`config.mk`:
```
export PLATFORM = sky130hd
export DESIGN_NAME = hub75_scan
export DESIGN_NICKNAME = d
export VERILOG_FILES = /design/src/rtl/hub75_scan.sv
export SDC_FILE = /design/constraint.sdc
export NUM_CORES = 1
export LEC_CHECK = 0
export ABC_AREA = 1
export ABC_CLOCK_PERIOD_IN_PS = 2540
export CORE_AREA = 2 2 90 92
export CTS_CLUSTER_SIZE = 28
export DETAILED_ROUTE_END_ITERATION = 6
export DIE_AREA = 0 0 92 94
export HOLD_SLACK_MARGIN = 0.1
export PLACE_DENSITY = 0.67
export SETUP_SLACK_MARGIN = 0.4
export SYNTH_ARGS = -nofsm -noshare
export SYNTH_HDL_FRONTEND = slang
export SYNTH_SLANG_ARGS = --single-unit
```
`constraint.sdc`:
```
create_clock -name clk -period 2.54 [get_ports clk]
set_input_delay 0.635 -clock clk [delete_from_list [all_inputs] [get_ports clk]]
set_output_delay 0.635 -clock clk [all_outputs]
set_load 0.1 [all_outputs]
```
`src/rtl/hub75_scan.sv`:
```
// hub75_scan: scan generator for a 64x64 HUB75 panel (1/32 scan, two data
// halves). Each row is shifted out column by column while a painter supplies
// colour bits, then blanked, latched and displayed for OE_CYCLES cycles.
//
// Ports:
//   clk         system clock, all state changes on its rising edge
//   reset       asynchronous, active-high reset
//   frame       frame counter to painter (mod 8192)
//   subframe    subframe counter to painter (mod NUM_SUBFRAMES)
//   x, y        pixel address presented to the painter
//   rgb         painter colour {blu,grn,red} for the current x/y
//   panel_clk   HUB75 shift clock
//   panel_lat   HUB75 latch strobe (active high)
//   panel_oe_n  HUB75 output enable (active low)
//   panel_addr  HUB75 row-pair address
//   panel_rgb0  upper-half data {B,G,R}
//   panel_rgb1  lower-half data {B,G,R}
module hub75_scan #(
  parameter int OE_CYCLES     = 32,
  parameter int NUM_SUBFRAMES = 16
) (
  input  logic        clk,
  input  logic        reset,
  output logic [12:0] frame,
  output logic [7:0]  subframe,
  output logic [5:0]  x,
  output logic [5:0]  y,
  input  logic [2:0]  rgb,
  output logic        panel_clk,
  output logic        panel_lat,
  output logic        panel_oe_n,
  output logic [4:0]  panel_addr,
  output logic [2:0]  panel_rgb0,
  output logic [2:0]  panel_rgb1
);

  typedef enum logic [1:0] {SHIFT, BLANK, LATCH, DISPLAY} state_t;

  localparam logic [7:0] OE_LAST = 8'(OE_CYCLES - 1);
  localparam logic [7:0] SF_LAST = 8'(NUM_SUBFRAMES - 1);

  state_t      state_q, state_d;
  logic [1:0]  phase_q, phase_d;
  logic [5:0]  x_q, x_d;
  logic [5:0]  y_q, y_d;
  logic [4:0]  row_q, row_d;
  logic [7:0]  oe_cnt_q, oe_cnt_d;
  logic [12:0] frame_q, frame_d;
  logic [7:0]  subframe_q, subframe_d;
  logic        panel_clk_q, panel_clk_d;
  logic        panel_lat_q, panel_lat_d;
  logic        panel_oe_n_q, panel_oe_n_d;
  logic [4:0]  panel_addr_q, panel_addr_d;
  logic [2:0]  panel_rgb0_q, panel_rgb0_d;
  logic [2:0]  panel_rgb1_q, panel_rgb1_d;

  always_comb begin
    state_d      = state_q;
    phase_d      = phase_q;
    x_d          = x_q;
    row_d        = row_q;
    oe_cnt_d     = oe_cnt_q;
    frame_d      = frame_q;
    subframe_d   = subframe_q;
    panel_addr_d = panel_addr_q;
    panel_rgb0_d = panel_rgb0_q;
    panel_rgb1_d = panel_rgb1_q;
    panel_clk_d  = 1'b0;

    unique case (state_q)
      SHIFT: begin
        phase_d = phase_q + 2'd1;
        unique case (phase_q)
          2'd0: panel_rgb0_d = rgb;
          2'd1: panel_rgb1_d = rgb;
          2'd2: panel_clk_d  = 1'b1;
          2'd3: begin
            x_d = x_q + 6'd1;
            if (x_q == 6'd63) state_d = BLANK;
          end
        endcase
      end
      BLANK: begin
        panel_addr_d = row_q;
        state_d      = LATCH;
      end
      LATCH: begin
        oe_cnt_d = 8'd0;
        state_d  = DISPLAY;
      end
      DISPLAY: begin
        oe_cnt_d = oe_cnt_q + 8'd1;
        if (oe_cnt_q == OE_LAST) begin
          oe_cnt_d = 8'd0;
          state_d  = SHIFT;
          row_d    = row_q + 5'd1;
          // Frame/subframe only move here so the painter sees them
          // constant across a whole row shift.
          if (row_q == 5'd31) begin
            if (subframe_q == SF_LAST) begin
              subframe_d = 8'd0;
              frame_d    = frame_q + 13'd1;
            end else begin
              subframe_d = subframe_q + 8'd1;
            end
          end
        end
      end
    endcase

    // Outputs are registered, so they are derived from the next state:
    // the flops then show the values belonging to the state being entered.
    panel_lat_d  = (state_d == LATCH);
    panel_oe_n_d = (state_d != DISPLAY);
    y_d          = {!((state_d == SHIFT) && (phase_d == 2'd0)), row_d};
  end

  always_ff @(posedge clk or posedge reset) begin
    if (reset) begin
      state_q      <= SHIFT;
      phase_q      <= 2'd0;
      x_q          <= 6'd0;
      y_q          <= 6'd0;
      row_q        <= 5'd0;
      oe_cnt_q     <= 8'd0;
      frame_q      <= 13'd0;
      subframe_q   <= 8'd0;
      panel_clk_q  <= 1'b0;
      panel_lat_q  <= 1'b0;
      panel_oe_n_q <= 1'b1;
      panel_addr_q <= 5'd0;
      panel_rgb0_q <= 3'd0;
      panel_rgb1_q <= 3'd0;
    end else begin
      state_q      <= state_d;
      phase_q      <= phase_d;
      x_q          <= x_d;
      y_q          <= y_d;
      row_q        <= row_d;
      oe_cnt_q     <= oe_cnt_d;
      frame_q      <= frame_d;
      subframe_q   <= subframe_d;
      panel_clk_q  <= panel_clk_d;
      panel_lat_q  <= panel_lat_d;
      panel_oe_n_q <= panel_oe_n_d;
      panel_addr_q <= panel_addr_d;
      panel_rgb0_q <= panel_rgb0_d;
      panel_rgb1_q <= panel_rgb1_d;
    end
  end

  assign frame      = frame_q;
  assign subframe   = subframe_q;
  assign x          = x_q;
  assign y          = y_q;
  assign panel_clk  = panel_clk_q;
  assign panel_lat  = panel_lat_q;
  assign panel_oe_n = panel_oe_n_q;
  assign panel_addr = panel_addr_q;
  assign panel_rgb0 = panel_rgb0_q;
  assign panel_rgb1 = panel_rgb1_q;

endmodule

```
==> summary.md <==
| Metric | Value |
|---|---|
| ANT nets after route | `0` |
| FF-to-FF Start | `subframe[0]` |
| Critical Path End | `subframe[3]` |
| Clock share of power | `51.1%` |
| Max rail drop VDD | `0.277 mV` |
| Initial antenna violation count | `0` |
| Via Count | `2,559` |
| Max_slew headroom | `74.3%` |
| Yosys Warn Count | `0` |
| Crit Path Max Fanout | `6` |
| Crit share post-route | `70.4%` |
| Synth area leaders | `dfrtp_1 (48%), nand2_1 (21%), inv_1 (4.3%)` |
| Hold Crit Class | `flop to flop` |
| Clock slew seen by the registers of the worst setup and hold paths | `0.08 ns` |
| GRT met1 Usage | `19.7%` |
| Non-filler instance count after layout | `554` |
| FP Rows | `32` |
| Boundary pin count | `52` |
| R2R depth | `7` |
| Setup-failing EPs final | `0` |
| Met3 Usage GRT | `3.85%` |
| Post_cts resized | `0` |
| Pwr per Cell Area | `551 nW/µm²` |
| Dpl hpwl | `4230 µm` |
| Top-area cell type share of the netlist area | `48.0%` |
| CTS Hold Buffers Added | `0` |
| Worst setup EP type | `output pin` |
| Mapped Nets | `401` |
| Clk Tree Root Cell | `clkbuf_8` |
| IO Port Bufs | `51` |
| Dpl cells | `538` |
| Worst Path Buf+Inv | `1` |
| Worst Setup SP | `subframe[3]` |
| Final-stage net count | `462` |
| Fraction of layout cells with a size suffix above 1 | `19.0%` |
| Die area | `8650 µm²` |
| Maximum operating frequency | `559 MHz` |
| Worst Skew | `0.0104 ns` |
| P_int | `0.00164 W` |
| Die X-Extent | `92 µm` |
| CP Data Required Time | `1.90 ns` |
| Synth cell types | `21` |
| CP Class | `flop to output pin` |
| Post-DR vias/cell | `4.62` |
| Fin crit period | `1.79 ns` |
| Num CTS Buffers | `9` |
| Net Sw Frac | `21.6%` |
| GRT Max-Usage Layer | `met2` |
| Routed wire length | `6260 µm` |
| Max stage delay cell, worst path | `dfrtp_1` |
| Slew @ Worst Pin | `0.383 ns` |
| Crit path cell chain | `buf_4` |
| Tot Pwr | `0.00209 W` |
| Diodes inserted | `0` |
| Flop2flop setup slack | `0.85 ns` |
| Status | `complete, no violations` |
| Iter 0 DRT Violations | `82` |
| Die height | `94 µm` |
| P_sw | `0.000453 W` |
| Worst path max stage delay | `0.48 ns` |
| Startpoint Class | `flop` |
| Slew Limit Fails | `0` |
| Hold Crit Depth | `2` |
| Post-synth top area cell | `dfrtp_1` |
| Setup bufs post-CTS | `0` |
| Reg-to-reg endpoint | `frame[2]` |
| Sequential power share | `45.2%` |
| Max-Cap Viols | `0` |
| Synthesized area | `3030 µm²` |
| RePlAce Congestion | `0.857` |
| Wire length per cell | `11.3 µm` |
| Initial Util | `39.8%` |
| Leading cell type in the layout, fill and taps excluded | `nand2_1` |
| Mean Syn Cell Area | `7.84 µm²` |
| Combinational power share | `3.7%` |
| H-tree depth | `3` |
| Clock Latency Late Sink | `0.34 ns` |
| RSZ-0062 raised after global routing | `no` |
| Post-Syn Instances | `386` |
| Drt pass-1 iters | `4` |
| #FFs+latches synth | `59` |
| Pleak | `1.99 nW` |
| GRT met2 Usage | `24.6%` |
| Post-synthesis sequential area ratio | `48.8%` |
| Total GRT Usage | `15.5%` |
| Global-route wire length before repair | `10,800 µm` |
| Overflow after GRT | `0` |
| WP data arrival | `1.15 ns` |
| Hold Vio Cnt, Final | `0` |
| Commonest non-fill, non-tap cells in the layout | `nand2_1 (170), dfrtp_1 (54), buf_4 (47)` |
| Setup TNS | `0 ns` |
| Vias in the first global route | `2,414` |
| Max clock buf depth | `2` |
| Syn-to-layout area delta | `25.6%` |
| Crit-path leading delay family | `flip-flops` |
| Largest net degree at the start of global routing | `60` |
| DRC viols | `0` |
| Core ar. | `7610 µm²` |
| Clock sinks | `59` |
| CP Depth | `1` |
| CTS tree | `yes` |
state kept, by name (all words and copies together), names as in the netlist:
| register | count |
|---|---|
| phase_q | 2 |
| x | 6 |
| panel_rgb0 | 3 |
| y | 2 |
| panel_oe_n | 1 |
| row_q | 4 |
| panel_clk | 1 |
| state_q | 2 |
| frame | 13 |
| panel_rgb1 | 3 |
| panel_lat | 1 |
| subframe | 8 |
| oe_cnt_q | 8 |
| panel_addr | 5 |
cell families (layout without fill, tap and decap cells):
logic type / after synthesis / in the layout / share of synthesized area, %
buffers and inverters: 42 / 108 / 5.71
DFF: 59 / 59 / 48.8
muxes: 1 / 1 / 0.372
AOI/OAI and AO/OA: 16 / 16 / 2.73
adders and majority gates: 10 / 10 / 4.14
xor gates and xnor gates: 15 / 15 / 4.34
and+or+nand+nor: 243 / 243 / 33.9
synthesized netlist by cell type:
cell,instances
o22ai_1,2
o21ai_0,14
nand3_2,2
nand4_1,8
nand3_1,21
dfrtp_1,58
ha_1,10
nor2_4,3
nand2_1,170
nor2_1,27
nor3_1,3
nand3b_1,4
xor2_1,13
buf_6,2
nor2_2,3
xnor2_1,2
mux2_2,1
nand2_2,2
inv_2,5
inv_1,35
dfstp_2,1
area by class of cell:
class,count,area (µm²)
fillers,738,3810
flip-flops and latches,59,1480
multi-input cells,285,1380
repair buffers,52,413
inverters,40,154
clock buffers,10,138
well taps,102,128
clock inverters,6,111
worst reg2reg max path: stages, from the launching register on:
cell	delay [ns]
dfrtp_2	0.43
ha_1	0.25
nand3_1	0.18
nor2_2	0.24
nand2_2	0.10
nor2_4	0.26
nand2_1	0.10
nand2_1	0.08
worst min path at each step:
stage / slack, ns / start / end
final: 0.48 / panel_addr[4] / panel_addr[4]
after global routing: 0.52 / panel_rgb0[2] / panel_rgb0[2]
after CTS: 0.48 / panel_addr[4] / panel_addr[4]
after detailed placement: 0.46 / panel_addr[4] / panel_addr[4]
after global placement: 0.46 / panel_addr[4] / panel_addr[4]
after floorplan: 0.47 / oe_cnt_q[6] / oe_cnt_q[6]
power groups by stage:
stage	sequential, W	clock (W)	combinational [W]
after floorplan	0.00100	0	0.0000178
after global placement	0.000965	0	0.0000796
after detailed placement	0.000965	0	0.0000797
after CTS	0.000947	0.00109	0.0000798
after global routing	0.000946	0.00113	0.0000831
final	0.000947	0.00107	0.0000775
metrics by stage:
| step | worst slack [ns] | util [%] | hold WS, ns | cell area [µm²] |
|---|---|---|---|---|
| 2_1_floorplan | 0.445 | - | 0.471 | 3030 |
| 3_3_place_gp | 0.902 | 46.7 | 0.464 | 3550 |
| 3_5_place_dp | 0.889 | 46.7 | 0.465 | 3550 |
| 4_1_cts | 0.741 | 50.0 | 0.484 | 3800 |
| 5_1_grt | 0.686 | 50.0 | 0.519 | 3800 |
| 6_report | 0.752 | 50.0 | 0.476 | 3800 |
routing by layer:
metal  up-vias  part of all wire, %  wire length, µm
li1       1322                    -                -
met1      1173                   49             3050
met2        55                   45             2790
met3         9                  4.9              306
met4         0                  1.8              110
met5         -                    0                0
No activity file was read; power rests on OpenSTA's default activity.
